$ cat config.mk
export PLATFORM = sky130hd
export DESIGN_NAME = shift_add_mul
export DESIGN_NICKNAME = d
export VERILOG_FILES = /design/src/rtl/shift_add_mul.sv
export SDC_FILE = /design/constraint.sdc
export NUM_CORES = 1
export LEC_CHECK = 0
export ABC_AREA = 1
export CORE_MARGIN = 8
export CORE_UTILIZATION = 55
export DETAILED_ROUTE_END_ITERATION = 12
export PLACE_DENSITY = 0.81
export SYNTH_ARGS = -nofsm -noshare
export SYNTH_HDL_FRONTEND = slang
export SYNTH_SLANG_ARGS = --single-unit
$ cat constraint.sdc
create_clock -name clk -period 1.9 [get_ports clk]
set_input_delay 0.285 -clock clk [delete_from_list [all_inputs] [get_ports clk]]
set_output_delay 0.285 -clock clk [all_outputs]
set_load 0.02 [all_outputs]
$ cat src/rtl/shift_add_mul.sv
// shift_add_mul: unsigned sequential shift-and-add multiplier.
//
// The multiplicand sits in a 2*SIZE-bit left-shifting register and the multiplier
// in a SIZE-bit right-shifting register. In each RUN cycle the shifted
// multiplicand is added into the accumulator when the current multiplier LSB is 1.
// Every multiply takes exactly SIZE iterations; there is no early exit.
//
// Ports:
//   clk     : system clock; all state updates on the rising edge
//   reset   : asynchronous active-low reset
//   start   : request to begin a multiply; sampled only in IDLE
//   a       : SIZE-bit multiplicand, captured when start is accepted
//   b       : SIZE-bit multiplier, captured when start is accepted
//   busy    : high while the iterations run
//   done    : one-cycle pulse when product is updated
//   product : 2*SIZE-bit result; holds the last result until the next one lands
module shift_add_mul #(
  parameter int SIZE = 4
) (
  input  logic              clk,
  input  logic              reset,
  input  logic              start,
  input  logic [SIZE-1:0]   a,
  input  logic [SIZE-1:0]   b,
  output logic              busy,
  output logic              done,
  output logic [2*SIZE-1:0] product
);

  localparam int CNT_W = $clog2(SIZE) + 1;
  localparam logic [CNT_W-1:0] LAST_CNT = CNT_W'(SIZE - 1);

  typedef enum logic [1:0] {
    IDLE = 2'd0,
    RUN  = 2'd1,
    DONE = 2'd2
  } state_t;

  state_t state, state_nxt;

  logic [2*SIZE-1:0] mcand;
  logic [SIZE-1:0]   mplier;
  logic [2*SIZE-1:0] acc;
  logic [CNT_W-1:0]  cnt;
  logic [2*SIZE-1:0] acc_nxt;
  logic              last_iter;

  // Both operands are unsigned and SIZE bits wide, so the running sum always
  // fits in 2*SIZE bits and no carry out is lost.
  assign acc_nxt   = acc + (mplier[0] ? mcand : '0);
  assign last_iter = (cnt == LAST_CNT);

  always_ff @(posedge clk or negedge reset) begin
    if (!reset) begin
      state <= IDLE;
    end else begin
      state <= state_nxt;
    end
  end

  always_comb begin
    state_nxt = state;
    busy      = 1'b0;
    done      = 1'b0;
    case (state)
      IDLE: begin
        if (start) state_nxt = RUN;
      end
      RUN: begin
        busy = 1'b1;
        if (last_iter) state_nxt = DONE;
      end
      DONE: begin
        done      = 1'b1;
        state_nxt = IDLE;
      end
      default: state_nxt = IDLE;
    endcase
  end

  always_ff @(posedge clk or negedge reset) begin
    if (!reset) begin
      mcand   <= '0;
      mplier  <= '0;
      acc     <= '0;
      cnt     <= '0;
      product <= '0;
    end else begin
      case (state)
        IDLE: begin
          if (start) begin
            mcand  <= {{SIZE{1'b0}}, a};
            mplier <= b;
            acc    <= '0;
            cnt    <= '0;
          end
        end
        RUN: begin
          acc    <= acc_nxt;
          mcand  <= mcand << 1;
          mplier <= mplier >> 1;
          cnt    <= cnt + CNT_W'(1);
          // The final add is folded straight into product so it is valid
          // in the same cycle done is raised.
          if (last_iter) product <= acc_nxt;
        end
        default: ;
      endcase
    end
  end

endmodule

==> impl_metrics.py, run 1 <==
metrics = {
    "cts": {
        "clk_pin_slew_ns": 0.10,
        "numCtsBuffers": 5,
        "cts_tree": "yes",
        "holdBufCountCts": 0,
        "cts_num_sinks": 33,
        "clk_latency_ns": 0.33,
        "ctsHtreeMaxLevel": 2,
        "clock_path_buffers": 2,
        "cts_root_buffer": "clkbuf_4",
        "cts_setup_buffers": 0,
    },
    "timing": {
        "layout_setup_ws_ns": 0.102,
        "fmax_mhz": 556,
        "min_period_ns": 1.80,
        "max_slew.worst_pin.slew_ns": 0.429,
        "fin_skew_ns": 0.00434,
        "finalMaxSlewViolations": 0,
        "whs_ns": 0.346,
        "min_period_over_period_pct": 94.6,
        "setup_viol": 0,
        "rsz0062_at_grt": "true",
        "finalHoldViolations": 0,
        "slew_headroom_pct": 71.4,
    },
    "place": {
        "dp_slack_ns": 0.0950,
        "gp_congestion": 0.813,
        "io_buffers": 20,
        "placedCellCount": 271,
        "dpl.hpwl_um": 2660,
    },
    "run": {
        "cap_violations": 0,
    },
    "global_route": {
        "grt_pass1_wl_um": 6310,
        "grt_max_degree": 34,
        "grt-ovfl-total": 0,
        "antenna_found_initial": 0,
        "grt_pass1_vias": 1461,
        "grt_use_total_pct": 15.5,
    },
    "min_path": {
        "hp-class": "in -> async",
    },
    "synthesis": {
        "synth_nets": 230,
        "synthArstFlopShare_pct": 100,
        "syn_avg_cell_area_sq_um": 8.39,
        "synthCells": 209,
        "seq_area_frac_synth_pct": 47.1,
        "yosysWarnings": 0,
        "ys_types": 26,
        "synth_area_sq_um": 1750,
        "synth-edff-count": 0,
        "ys_seq_elements": 33,
        "synth-main-ff-cell": "dfrtp_1",
    },
    "critical_path": {
        "criticalPathCategory": "reg -> out",
        "crit_path_max_incr_delay_ns": 0.61,
        "critPathMaxFanout": 2,
        "crit_path_top_delay_cell": "clkdlybuf4s50_1",
        "cp.arrival_ns": 1.51,
        "critPathRequiredTime_ns": 1.62,
        "start_kind": "flop",
        "rr_endpoint": "product[6]",
        "cp_cell_sequence": "inv_2 -> nor2_1 -> clkdlybuf4s50_1",
        "path_delay_family": "buffers and inverters",
        "endpoint_kind": "output pin",
        "cp.buffers_inverters": 2,
        "startpoint": "state[1]",
        "worst-r2r-cell-count": 11,
        "critPathCapture": "done",
        "cp_num_cells": 3,
        "rrSetupSlack_ns": 0.15,
        "r2r_start": "mplier[0]",
    },
    "die": {
        "core_area_sq_um": 3050,
        "initial_core_util_pct": 57.5,
        "die_x_um": 72.5,
        "dieArea_sq_um": 5250,
        "io_pins": 21,
        "die_y_um": 72.5,
        "rows": 20,
    },
    "pwr": {
        "comb_power_share_pct": 51.8,
        "intPower_w": 0.00186,
        "swShare_pct": 44.2,
        "clkPwrFrac_pct": 12.2,
        "power_w": 0.00333,
        "power.leakage_nw": 1.07,
        "p_sw_w": 0.00147,
        "power.share.sequential_pct": 36.1,
        "powerDensity_nw_per_um2": 1620,
        "ir_drop_v": 0.00102,
    },
    "cells_and_area": {
        "drive_above_1_share_pct": 10.7,
        "final_cell_mix": "63 x nand2_1, 31 x dfrtp_1, 28 x inv_1",
        "layout_commonest_cell": "nand2_1",
        "area_growth_pct": 16.9,
        "finalNonFillerCells": 278,
        "n_antenna_cell": 0,
        "fill_cells": 280,
        "final_core_util_pct": 67.2,
        "nets": 255,
    },
    "routing": {
        "drt_wl_total_um": 3600,
        "ant_nets": 0,
        "wire_per_inst_um": 13.0,
        "vias_per_cell": 5.12,
        "wl_met2_um": 1700,
        "num_vias": 1422,
        "routed.top_layer": "met4",
        "wl_met3_um": 232,
        "drc": 0,
        "drtPass1Iterations": 4,
        "met1Wirelength_um": 1600,
        "drt_iter0_markers": 78,
    },
    "outcome": {
        "status": "finished clean",
    },
}
## repair_timing
item | CTS | global route
hold endpoints to repair | 0 | 0
resized for setup | 1 | 2
setup endpoints to repair | 1 | 7
## how the worst min path moves through the flow
stage / depth (start not counted) / slack, ns / endpoint
2_1_floorplan: 0 / -0.01 / acc[0]
3_5_place_dp: 2 / 0.47 / mplier[1]
3_3_place_gp: 2 / 0.47 / product[1]
4_1_cts: 2 / 0.35 / product[1]
5_1_grt: 2 / 0.40 / product[1]
6_report: 2 / 0.35 / product[1]
## routing by layer
metal  up-vias  GRT usage (%)
met4         0           8.22
met3         9           5.79
met1       652           17.5
met5         -              0
li1        718              -
met2        43           24.9
## cell type report
type	count	area [sq um]	share of cell area (%)
flip-flops and latches	33	828	40.4
well taps	44	55.1	2.68
clock buffers	7	55.1	2.68
multi-input cells	138	766	37.3
repair buffers	22	214	10.4
inverters	34	133	6.47
## kinds of logic after synthesis
logic type / count (synthesis) / share of synthesized area [%]
AOI/OAI and AO/OA: 31 / 11.0
DFF: 33 / 47.1
and+or+nand+nor: 96 / 24.6
adders and majority gates: 10 / 7.56
buffers and inverters: 38 / 9.27
xor gates and xnor gates: 1 / 0.499
## per-stage QoR
| stage | TNS, ns | instance area (sq um) |
|---|---|---|
| after global routing | -0.00382 | 2050 |
| final | 0 | 2050 |
| after detailed placement | 0 | 1990 |
| after CTS | 0 | 2050 |
| after global placement | 0 | 1990 |
| after floorplan | 0 | 1750 |
## registers in the layout, summed over array words and instances, names as in the netlist
register and count:
acc 8, cnt 3, mcand 8, mplier 4, product 8, state 2
## power groups by stage
stage	combinational, W	clock [W]	sequential [W]
after floorplan	0.00124	0	0.00123
after global placement	0.00169	0	0.00120
after detailed placement	0.00175	0	0.00121
after global routing	0.00196	0.000444	0.00123
after CTS	0.00174	0.000411	0.00120
final	0.00172	0.000405	0.00120
## synth_stat cells, types with 2 or more instances
library cell	instances	share of area [%]
nand2_1	63	13
dfrtp_1	33	47
inv_1	28	6.0
nand3_1	16	4.6
nor2_1	10	2.1
ha_1	9	6.4
a21oi_1	8	2.3
o21ai_1	8	2.3
o22ai_1	5	1.8
inv_2	4	0.86
o21ai_2	4	2.0
buf_2	3	0.86
a32o_1	2	1.1
inv_4	2	0.71
nor2_8	2	2.3
o21ai_0	2	0.57
(Power assumes the default switching activity.)
==> inputs of run 2 (changes only) <==
--- a/config.mk
+++ b/config.mk
@@ -5,11 +5,11 @@
 export SDC_FILE = /design/constraint.sdc
 export NUM_CORES = 1
 export LEC_CHECK = 0
-export ABC_AREA = 1
 export CORE_MARGIN = 8
 export CORE_UTILIZATION = 55
 export DETAILED_ROUTE_END_ITERATION = 12
 export PLACE_DENSITY = 0.81
+export SKIP_LAST_GASP = 1
 export SYNTH_ARGS = -nofsm -noshare
 export SYNTH_HDL_FRONTEND = slang
 export SYNTH_SLANG_ARGS = --single-unit
==> run 2 against run 1 <==
The flow now finishes with violations (setup timing). Global-route usage increased by 0.89 points. Final area is 16% higher. Die area shrank 0.78%. Clock skew increased by 0.0091 ns. Area after synthesis fell by 1.0%. Cell count fell by 6.8%. Fmax fell by 7.8%. Sequential cell count unchanged. Sequential power is essentially flat. Non-clock buffer count is 22 higher. Hold slack got worse by 0.024 ns. Via count grew 2.7%.
==> impl_metrics.py, run 2 <==
metrics = {
    "outcome": {
        "status": "complete, but fails checks",
        "violations": "setup timing",
    },
    "cells_and_area": {
        "layout_top_registers": "acc: 8 flops, mcand: 8 flops, product: 8 flops",
        "area_growth_pct": 36.5,
        "layout_commonest_cell": "dfrtp_1",
        "final_core_util_pct": 78.3,
        "final_cell_mix": "33 x dfrtp_1, 23 x buf_4, 19 x nand2_1",
        "n_antenna_cell": 0,
        "nets": 235,
        "drive_above_1_share_pct": 27.9,
    },
    "die": {
        "io_pins": 21,
        "core_area_sq_um": 3030,
        "die_y_um": 72.2,
        "initial_core_util_pct": 57.4,
        "dieArea_sq_um": 5210,
        "rows": 20,
        "die_x_um": 72.2,
    },
    "cts": {
        "ctsHtreeMaxLevel": 2,
        "cts_tree": "yes",
        "cts_root_buffer": "clkbuf_4",
        "clk_latency_ns": 0.34,
        "numCtsBuffers": 5,
        "holdBufCountCts": 0,
        "cts_num_sinks": 33,
        "clk_pin_slew_ns": 0.11,
        "clock_path_buffers": 2,
    },
    "run": {
        "cap_violations": 0,
    },
    "place": {
        "io_buffers": 20,
        "dpl.hpwl_um": 2770,
        "gp_congestion": 0.950,
    },
    "routing": {
        "drtPass1Iterations": 4,
        "wire_per_inst_um": 16.4,
        "vias_per_cell": 5.64,
        "ant_nets": 0,
        "num_vias": 1460,
        "drc": 0,
        "drt_wl_total_um": 4250,
        "drt_iter0_markers": 104,
    },
    "critical_path": {
        "start_kind": "flop",
        "startpoint": "mplier[0]",
        "criticalPathCategory": "reg -> reg",
        "critPathRequiredTime_ns": 2.13,
        "rr_endpoint": "acc[7]",
        "worst-r2r-cell-count": 10,
        "rrSetupSlack_ns": -0.05,
        "critPathMaxFanout": 5,
        "endpoint_kind": "flop",
        "r2r_start": "mplier[0]",
        "cp.arrival_ns": 2.18,
    },
    "synthesis": {
        "synth-main-ff-cell": "dfrtp_1",
        "synth_area_leaders": "dfrtp_1 48%, ha_1 6.5%, o21ai_0 5.5%, a22o_1 4.5%, nand2_1 4.1%",
        "syn_avg_cell_area_sq_um": 10.4,
        "ys_seq_elements": 33,
        "seq_area_frac_synth_pct": 47.6,
        "synth-edff-count": 0,
        "yosysTopAreaCellShare_pct": 47.6,
        "synth_commonest_cells": "33 x dfrtp_1, 19 x nand2_1, 19 x o21ai_0",
        "yosysWarnings": 0,
        "yosysTopAreaCell": "dfrtp_1",
        "synth_area_sq_um": 1740,
        "ys_types": 33,
        "synth_nets": 188,
        "synthCells": 167,
        "synthArstFlopShare_pct": 100,
        "synth.most_common_cell": "dfrtp_1",
    },
    "timing": {
        "setup_viol": 3,
        "finalMaxSlewViolations": 0,
        "min_period_over_period_pct": 103,
        "max_slew.worst_pin.slew_ns": 0.403,
        "layout_setup_ws_ns": -0.0508,
        "rsz0062_at_grt": "true",
        "min_period_ns": 1.95,
        "slew_headroom_pct": 73.1,
        "fmax_mhz": 513,
        "fin_skew_ns": 0.0134,
        "finalHoldViolations": 0,
    },
    "global_route": {
        "antenna_found_initial": 0,
        "grt_pass1_wl_um": 6720,
        "grt_max_degree": 34,
        "grt_use_total_pct": 16.4,
        "grt-ovfl-total": 0,
        "grt_pass1_vias": 1490,
    },
    "pwr": {
        "ir_drop_v": 0.000923,
        "powerDensity_nw_per_um2": 1570,
        "power.leakage_nw": 1.08,
        "power_w": 0.00372,
    },
    "min_path": {
        "hp-class": "in -> async",
    },
}
==> run 2: where the power goes <==
part | internal, W | switching [W] | total [W] | leakage, nW
registers | 0.000978 | 0.000188 | 0.00117 | 0.425
logic | 0.000989 | 0.000995 | 0.00198 | 0.609
clock network | 0.000313 | 0.000255 | 0.000568 | 0.0445
==> run 2: stage by stage <==
step / instances / hold slack (ns) / setup slack, ns / area (sq um) / setup TNS (ns)
2_1_floorplan: 167 / -0.0106 / -0.0161 / 1750 / -0.0293
3_3_place_gp: 245 / 0.461 / -0.0511 / 2130 / -0.0837
3_5_place_dp: 245 / 0.477 / -0.122 / 2130 / -0.385
4_1_cts: 255 / 0.341 / -0.0587 / 2280 / -0.152
5_1_grt: 259 / 0.372 / -0.176 / 2370 / -0.699
6_report: 259 / 0.322 / -0.0508 / 2370 / -0.124
==> run 2: per-layer routing <==
metal  global-route usage [%]  part of all wire [%]  vias to the layer above
met5                        0                     0                        -
met4                     9.07                   2.2                        0
met3                     3.99                   4.9                       13
met2                     26.2                    51                       55
met1                     19.7                    41                      713
li1                         -                     -                      679
==> run 2: layout make-up <==
cell class	instances	area, sq um
multi-input combinational	120	957
sequential	33	826
fill	192	657
timing repair buffer	44	390
tap	44	55.1
inverter	10	53.8
clock buffer	6	51.3
clock inverter	2	37.5
==> run 2: logic make-up after synthesis <==
kind of cell	Yosys count	synth area share, %
and+or+nand+nor	51	15.1
adders and majority gates	10	7.64
AOI/OAI and AO/OA	44	16.1
muxes	10	6.12
xor gates and xnor gates	5	3.31
DFF	33	47.6
buffers and inverters	14	4.18
==> run 2: timing repair <==
item                                    in CTS  in global routing
gates resized for setup                     10                 14
setup buffers                                2                  4
pin swaps                                    8                 10
endpoints found under the setup margin       9                  8
==> run 2: worst max path at each step <==
stage | depth (start not counted) | slack (ns) | to
floorplan | 9 | -0.02 | product[4]
global placement | 9 | -0.05 | product[4]
detailed placement | 9 | -0.12 | product[4]
CTS | 9 | -0.06 | acc[6]
global route | 10 | -0.18 | acc[7]
finish | 10 | -0.05 | acc[7]
==> run 2: critical path, stage by stage (launching register included) <==
cell and delay (ns):
dfrtp_1 0.42, buf_4 0.15, buf_4 0.13, and2_4 0.13
ha_4 0.27, nand2_1 0.05, o21ai_1 0.14, nand2_1 0.11
buf_4 0.16, mux2i_1 0.17, o211ai_1 0.11
